==> config.mk <==
export PLATFORM = sky130hd
export DESIGN_NAME = serial_parallel_multiplier
export DESIGN_NICKNAME = d
export VERILOG_FILES = /design/src/rtl/serial_parallel_multiplier.sv
export SDC_FILE = /design/constraint.sdc
export NUM_CORES = 1
export LEC_CHECK = 0
export ABC_AREA = 0
export BUFFER_PORTS_ARGS = -buffer_cell sky130_fd_sc_hd__buf_4
export CAP_MARGIN = 30
export CORE_ASPECT_RATIO = 0.9
export CORE_UTILIZATION = 55
export DETAILED_ROUTE_END_ITERATION = 12
export PLACE_DENSITY = 0.79
export SYNTH_ARGS = -nofsm -noshare
export SYNTH_HDL_FRONTEND = slang
export SYNTH_SLANG_ARGS = --single-unit
==> constraint.sdc <==
create_clock -name clk -period 2.56 [get_ports clk]
set_clock_uncertainty 0.1 [all_clocks]
set_input_delay 0.768 -clock clk [delete_from_list [all_inputs] [get_ports clk]]
set_output_delay 0.768 -clock clk [all_outputs]
set_load 0.02 [all_outputs]
==> src/rtl/serial_parallel_multiplier.sv <==
// Unsigned WIDTH x WIDTH shift-and-add multiplier.
// Multiplicand is used in parallel; the multiplier is consumed LSB first, one bit per clock.
module serial_parallel_multiplier #(
    parameter int WIDTH = 4
) (
    input  logic                 clk,
    input  logic                 reset,
    input  logic [WIDTH-1:0]     A,
    input  logic [WIDTH-1:0]     B,
    output logic [2*WIDTH-1:0]   out,
    output logic                 finish
);

    localparam int PW = 2 * WIDTH;
    localparam int CW = (WIDTH > 1) ? $clog2(WIDTH) : 1;
    localparam logic [CW-1:0] LAST = CW'(WIDTH - 1);

    typedef enum logic [1:0] {
        SETUP,
        LOAD,
        CALC,
        DONE
    } state_t;

    state_t          r_state;
    state_t          w_next_state;
    logic [PW-1:0]   r_acc;
    logic [WIDTH-1:0] r_mcand;
    logic [WIDTH-1:0] r_mplier;
    logic [CW-1:0]   r_cnt;
    logic [PW-1:0]   r_out;
    logic            r_finish;

    logic [PW-1:0]   w_addend;
    logic [PW-1:0]   w_sum;
    logic            w_last;

    assign w_addend = {{WIDTH{1'b0}}, r_mcand} << r_cnt;
    assign w_sum    = r_mplier[0] ? (r_acc + w_addend) : r_acc;
    assign w_last   = (r_cnt == LAST);

    assign out    = r_out;
    assign finish = r_finish;

    // State register
    always_ff @(posedge clk) begin
        if (reset) begin
            r_state <= SETUP;
        end else begin
            r_state <= w_next_state;
        end
    end

    // Next-state logic
    always_comb begin
        w_next_state = r_state;
        unique case (r_state)
            SETUP:   w_next_state = LOAD;
            LOAD:    w_next_state = CALC;
            CALC:    w_next_state = w_last ? DONE : CALC;
            DONE:    w_next_state = DONE;
            default: w_next_state = SETUP;
        endcase
    end

    // Datapath: operand capture, shift-and-add, result latch
    always_ff @(posedge clk) begin
        if (reset) begin
            r_acc    <= '0;
            r_mcand  <= '0;
            r_mplier <= '0;
            r_cnt    <= '0;
            r_out    <= '0;
            r_finish <= 1'b0;
        end else begin
            unique case (r_state)
                LOAD: begin
                    r_mcand  <= A;
                    r_mplier <= B;
                    r_acc    <= '0;
                    r_cnt    <= '0;
                end
                CALC: begin
                    r_acc    <= w_sum;
                    r_mplier <= r_mplier >> 1;
                    r_cnt    <= r_cnt + CW'(1);
                    if (w_last) begin
                        r_out    <= w_sum;
                        r_finish <= 1'b1;
                    end
                end
                default: begin
                end
            endcase
        end
    end

endmodule

==> results of run 1 <==
==> registers in the layout, indices dropped and copies added (netlist names) <==
register / count
r_mcand: 4
r_state: 2
r_cnt: 2
r_acc: 8
out: 8
r_mplier: 4
finish: 1
==> logic make-up after synthesis <==
family	synth area share, %
AO/OA/AOI/OAI	20.1
adder cells (fa/ha/maj)	9.71
AND/OR/NAND/NOR	21.6
multiplexers	8.71
buffers and inverters	4.79
flip-flops	33.1
XOR/XNOR	1.93
==> final cells by class <==
type | count | area [um^2] | area share, %
Multi-Input combinational cell | 154 | 1090 | 55.1
Sequential cell | 29 | 583 | 29.5
Timing Repair Buffer | 24 | 180 | 9.13
Tap cell | 42 | 52.6 | 2.66
Clock buffer | 5 | 37.5 | 1.90
Clock inverter | 3 | 17.5 | 0.888
Inverter | 4 | 15.0 | 0.761
==> routing by layer <==
layer | wire length [um] | up-vias | share of wire [%] | track usage [%]
li1 | - | 755 | - | -
met1 | 1680 | 719 | 43 | 33.5
met2 | 1880 | 51 | 48 | 39.6
met3 | 276 | 5 | 7.1 | 6.32
met4 | 52 | 0 | 1.3 | 11.1
met5 | 0 | - | 0 | 0
==> power breakdown <==
part / internal, uW / switching (uW)
sequential: 472 / 29.1
clock: 103 / 178
combinational: 80.2 / 101
total: 656 / 308
==> cells in the mapped netlist, types with 4 or more instances <==
cell | instances | area share (%)
o21ai_0 | 4 | 1.1
inv_1 | 4 | 0.86
ha_1 | 12 | 8.6
nand2_1 | 12 | 2.6
a211oi_1 | 5 | 2.1
nor3b_1 | 5 | 2.1
nor2b_1 | 4 | 1.4
a21oi_1 | 11 | 3.1
mux2i_1 | 13 | 7.4
nand2b_1 | 4 | 1.4
nor2_1 | 28 | 6.0
dfxtp_1 | 29 | 33
buf_2 | 10 | 2.9
nand3_1 | 9 | 2.6
==> metrics by stage <==
| stage | util, % | instance area [um^2] | hold slack [ns] |
|---|---|---|---|
| finish | 64.8 | 1970 | 0.378 |
| global placement | 63.0 | 1920 | 0.346 |
| floorplan | - | 1750 | 0.346 |
| CTS | 64.8 | 1970 | 0.378 |
| detailed placement | 63.0 | 1920 | 0.364 |
| global route | 64.8 | 1970 | 0.419 |
==> worst max-delay path, cell delays in order, from the launching register on <==
cell and delay, ns:
dfxtp_2 0.39, mux2_2 0.36, nor2_1 0.13, a21oi_1 0.06, ha_1 0.35, or2_2 0.32, a21o_1 0.20, a311oi_1 0.28
nor3_1 0.08
==> final timing paths <==
| kind | startpoint | end | depth (start not counted) |
|---|---|---|---|
| max | r_cnt[1] | out[4] | 8 |
| min | out[2] | out[2] | 2 |
| max reg2reg | r_cnt[1] | out[4] | 8 |
| min reg2reg | out[2] | out[2] | 2 |
==> what timing repair did <==
| action | 4_1_cts | 5_1_grt |
|---|---|---|
| hold endpoints to repair | 0 | 0 |
| endpoints found under the setup margin | 0 | 2 |
| gates resized for setup | 0 | 2 |
==> impl_metrics.py, run 1 <==
metrics = {
    "clock_tree": {
        "cts_hold_buffers": 0,
        "cts_tree": "done",
        "ctsLongestPathBuffers": 2,
        "clk_latency_ns": 0.35,
        "clkTransAtPathRegs_ns": 0.11,
        "cts_made_buffers": 5,
        "htree_levels": 2,
        "cts_setup_buffers": 0,
        "cts_sinks": 29,
        "clockRootBuffer": "clkbuf_4",
    },
    "timing": {
        "rsz0062_at_grt": "no",
        "slew_headroom_pct": 66.6,
        "period_minus_slack_ns": 2.40,
        "slew_viol_final": 0,
        "period_share_pct": 93.7,
        "worstMarginPinSlew_ns": 0.500,
        "setup_viol": 0,
        "tns_ns": 0,
        "max_freq_ghz": 0.417,
        "hold_viol": 0,
        "layout_setup_ws_ns": 0.161,
    },
    "critical_path": {
        "arrival_ns": 2.51,
        "start_kind": "flop",
        "endpoint_kind": "flop",
        "worst-setup-path-type": "flop to flop",
        "r2r_slack_ns": 0.16,
        "cp.required_ns": 2.67,
        "crit_fanout": 5,
    },
    "finish": {
        "n_antenna_cell": 0,
        "drive_gt1_share_pct": 20.1,
        "area_growth_pct": 12.6,
        "n_fill_cell": 280,
        "stdcell_count": 261,
        "final_cell_mix": "28 x nor2_1, 27 x dfxtp_1, 24 x buf_4, 13 x mux2i_1",
        "layout_commonest_cell": "nor2_1",
        "nets": 241,
    },
    "route": {
        "dr.pass1.iters": 4,
        "first_iter_violations": 70,
        "drc": 0,
        "vias_per_cell": 5.86,
        "vias": 1530,
        "ant_nets": 0,
        "finalWirelength_um": 3890,
        "post_drt_wl_per_cell_um": 14.9,
    },
    "floorplanning": {
        "dieHeight_um": 55.5,
        "core.rowCount": 19,
        "die_w_um": 61.5,
        "core_um2": 3040,
        "ios": 19,
        "initial_utilization_pct": 57.6,
        "design.die.area_um2": 3410,
    },
    "synth": {
        "syn_area_per_cell_um2": 8.67,
        "synth-edff-count": 0,
        "syn-instance-count": 202,
        "ys.flop_type": "dfxtp_1",
        "ys_ff_latch": 29,
        "ys_types": 45,
        "async_flop_share_pct": 0,
        "synth_fp_nets": 225,
        "synth_warnings": 0,
        "syn_area_um2": 1750,
        "ys_seq_area_share_pct": 33.1,
    },
    "pwr": {
        "pwr_density_cell_nw_per_um2": 488,
        "power_uw": 963,
        "irDropWorstVdd_v": 0.000320,
        "leakagePower_uw": 0.000828,
    },
    "global_routing": {
        "grt_first_pass_wirelength_um": 6470,
        "grt_pass1_vias": 1457,
        "globalRouteTotalUtil_pct": 25.7,
        "antenna_found_initial": 0,
        "grt_max_degree": 38,
        "overflow": 0,
    },
    "placement": {
        "port_buffers": 18,
        "hpwl_um": 2940,
        "place.gp.congestion": 0.857,
        "dp_cells": 253,
        "place_ws_ns": 0.137,
    },
    "outcome": {
        "status": "finished clean",
    },
    "flow_run": {
        "maxCapViolations": 0,
    },
    "worst_hold_path": {
        "hold_path_class": "flop to flop",
    },
}
Power figures use the tool's default switching activity.
==> run 2, diff against run 1 <==
CORE_ASPECT_RATIO = 1.2   (was 0.9)
CTS_CLUSTER_SIZE = 24   (was not set)
==> impl_metrics.py, run 2 (synthesized netlist as in run 1, its figures left out) <==
metrics = {
    "placement": {
        "hpwl_um": 2720,
        "place_ws_ns": 0.114,
        "dp_cells": 248,
        "place.gp.congestion": 0.888,
        "port_buffers": 18,
    },
    "finish": {
        "nets": 242,
        "n_antenna_cell": 0,
        "drive_gt1_share_pct": 19.5,
        "stdcell_count": 256,
        "final_cell_mix": "28 x nor2_1, 28 x dfxtp_1, 25 x buf_4, 13 x mux2i_1",
        "area_growth_pct": 14.3,
        "n_fill_cell": 246,
    },
    "clock_tree": {
        "cts_tree": "done",
        "cts_sinks": 29,
        "htree_levels": 2,
        "clkTransAtPathRegs_ns": 0.09,
        "clk_latency_ns": 0.33,
        "cts_hold_buffers": 0,
        "cts_made_buffers": 5,
        "clockRootBuffer": "clkbuf_4",
        "ctsLongestPathBuffers": 2,
        "cts_setup_buffers": 0,
    },
    "timing": {
        "period_share_pct": 93.2,
        "whs_ns": 0.366,
        "rsz0062_at_grt": "no",
        "hold_viol": 0,
        "period_minus_slack_ns": 2.39,
        "setup_viol": 0,
        "slew_headroom_pct": 69.3,
        "layout_setup_ws_ns": 0.175,
        "max_freq_ghz": 0.419,
        "tns_ns": 0,
        "slew_viol_final": 0,
        "worstMarginPinSlew_ns": 0.461,
    },
    "critical_path": {
        "endpoint_kind": "flop",
        "start_kind": "flop",
        "max_stage_delay_ns": 0.43,
        "crit_fanout": 10,
        "crit_slowest_cell": "dfxtp_2",
        "cp_cell_sequence": "mux2_2, nor2_1, a21oi_1, ha_1, or2_2, a21o_1, a311oi_1, nor3_1",
        "arrival_ns": 2.50,
        "cp.required_ns": 2.67,
        "worst-setup-path-type": "flop to flop",
    },
    "route": {
        "finalWirelength_um": 3860,
        "post_drt_wl_per_cell_um": 15.1,
        "vias": 1560,
        "ant_nets": 0,
        "dr.pass1.iters": 4,
        "vias_per_cell": 6.09,
        "first_iter_violations": 25,
        "drc": 0,
    },
    "pwr": {
        "leakagePower_uw": 0.000847,
        "irDropWorstVdd_v": 0.000460,
        "power.net_switching_uw": 296,
        "intPower_uw": 788,
        "pwr_density_cell_nw_per_um2": 541,
        "p_seq_share_pct": 45.6,
        "power_uw": 1080,
        "p_sw_share_pct": 27.3,
        "comb_power_share_pct": 17.4,
        "clkPwrFrac_pct": 37.0,
    },
    "outcome": {
        "status": "finished clean",
    },
    "global_routing": {
        "top_usage_layer": "met2",
        "grt_first_pass_wirelength_um": 6450,
        "globalRouteTotalUtil_pct": 25.7,
        "antenna_found_initial": 0,
        "met2_usage_pct": 42.0,
        "met3_usage_pct": 5.00,
        "overflow": 0,
        "globalRouteMet1Util_pct": 30.7,
        "grt_pass1_vias": 1520,
        "grt_max_degree": 38,
    },
    "floorplanning": {
        "dieHeight_um": 63.8,
        "core.rowCount": 22,
        "ios": 19,
        "core_um2": 3060,
        "design.die.area_um2": 3420,
        "initial_utilization_pct": 57.3,
        "die_w_um": 53.5,
    },
    "worst_hold_path": {
        "hold_path_class": "flop to flop",
    },
    "flow_run": {
        "maxCapViolations": 0,
    },
}
[run 2: changes by cell type in the layout (fill, tap and decap cells not counted)]
cell and change:
clkinvlp_4 -1, clkbuf_1 +1, clkbuf_8 +1, clkinv_2 -2, dfxtp_2 -1, dfxtp_1 +1, buf_4 +1, bufinv_16 +1
[run 2: worst paths after layout]
check / from / end / slack [ns] / depth (start not counted)
max: r_cnt[1] / out[4] / 0.17 / 8
min: out[2] / out[2] / 0.37 / 2
max reg2reg: r_cnt[1] / out[4] / 0.17 / 8
min reg2reg: out[2] / out[2] / 0.37 / 2
[run 2: area by class of cell]
class,count,area (um^2),share of cell area (%)
inverter,4,15.0,0.750
multi-input combinational,154,1090,54.3
clock buffer,7,55.1,2.75
timing repair buffer,25,188,9.38
clock inverter,1,30.0,1.50
tap,36,45.0,2.25
sequential,29,582,29.1
[run 2: power by group through the flow]
stage               combinational [uW]  clock (uW)  sequential (uW)
global route                       208         422              498
detailed placement                 185           0              504
global placement                   178           0              503
floorplan                          141           0              492
CTS                                187         405              494
finish                             189         400              494
[run 2: critical path: cells and delay by family (launching register included)]
kind                     cells  cell delay [ns]
AND/OR/NAND/NOR              3             0.50
adder cells (fa/ha/maj)      1             0.35
multiplexers                 1             0.37
flip-flops                   1             0.43
AO/OA/AOI/OAI                3             0.53
[run 2: timing repair]
action	4_1_cts	5_1_grt
setup endpoints to repair	0	3
hold endpoints to repair	0	0
gates resized for setup	0	1
[run 2: metrics by stage]
| stage | area (um^2) | utilization (%) |
|---|---|---|
| floorplan | 1750 | - |
| CTS | 2000 | 65.5 |
| global placement | 1920 | 62.7 |
| finish | 2000 | 65.5 |
| global route | 2000 | 65.5 |
| detailed placement | 1920 | 62.7 |
[run 2: layer usage]
metal | vias up | share of wire, % | wire length [um]
li1 | 761 | - | -
met1 | 752 | 44 | 1700
met2 | 33 | 48 | 1870
met3 | 14 | 3.9 | 150
met4 | 0 | 3.7 | 141
met5 | - | 0 | 0
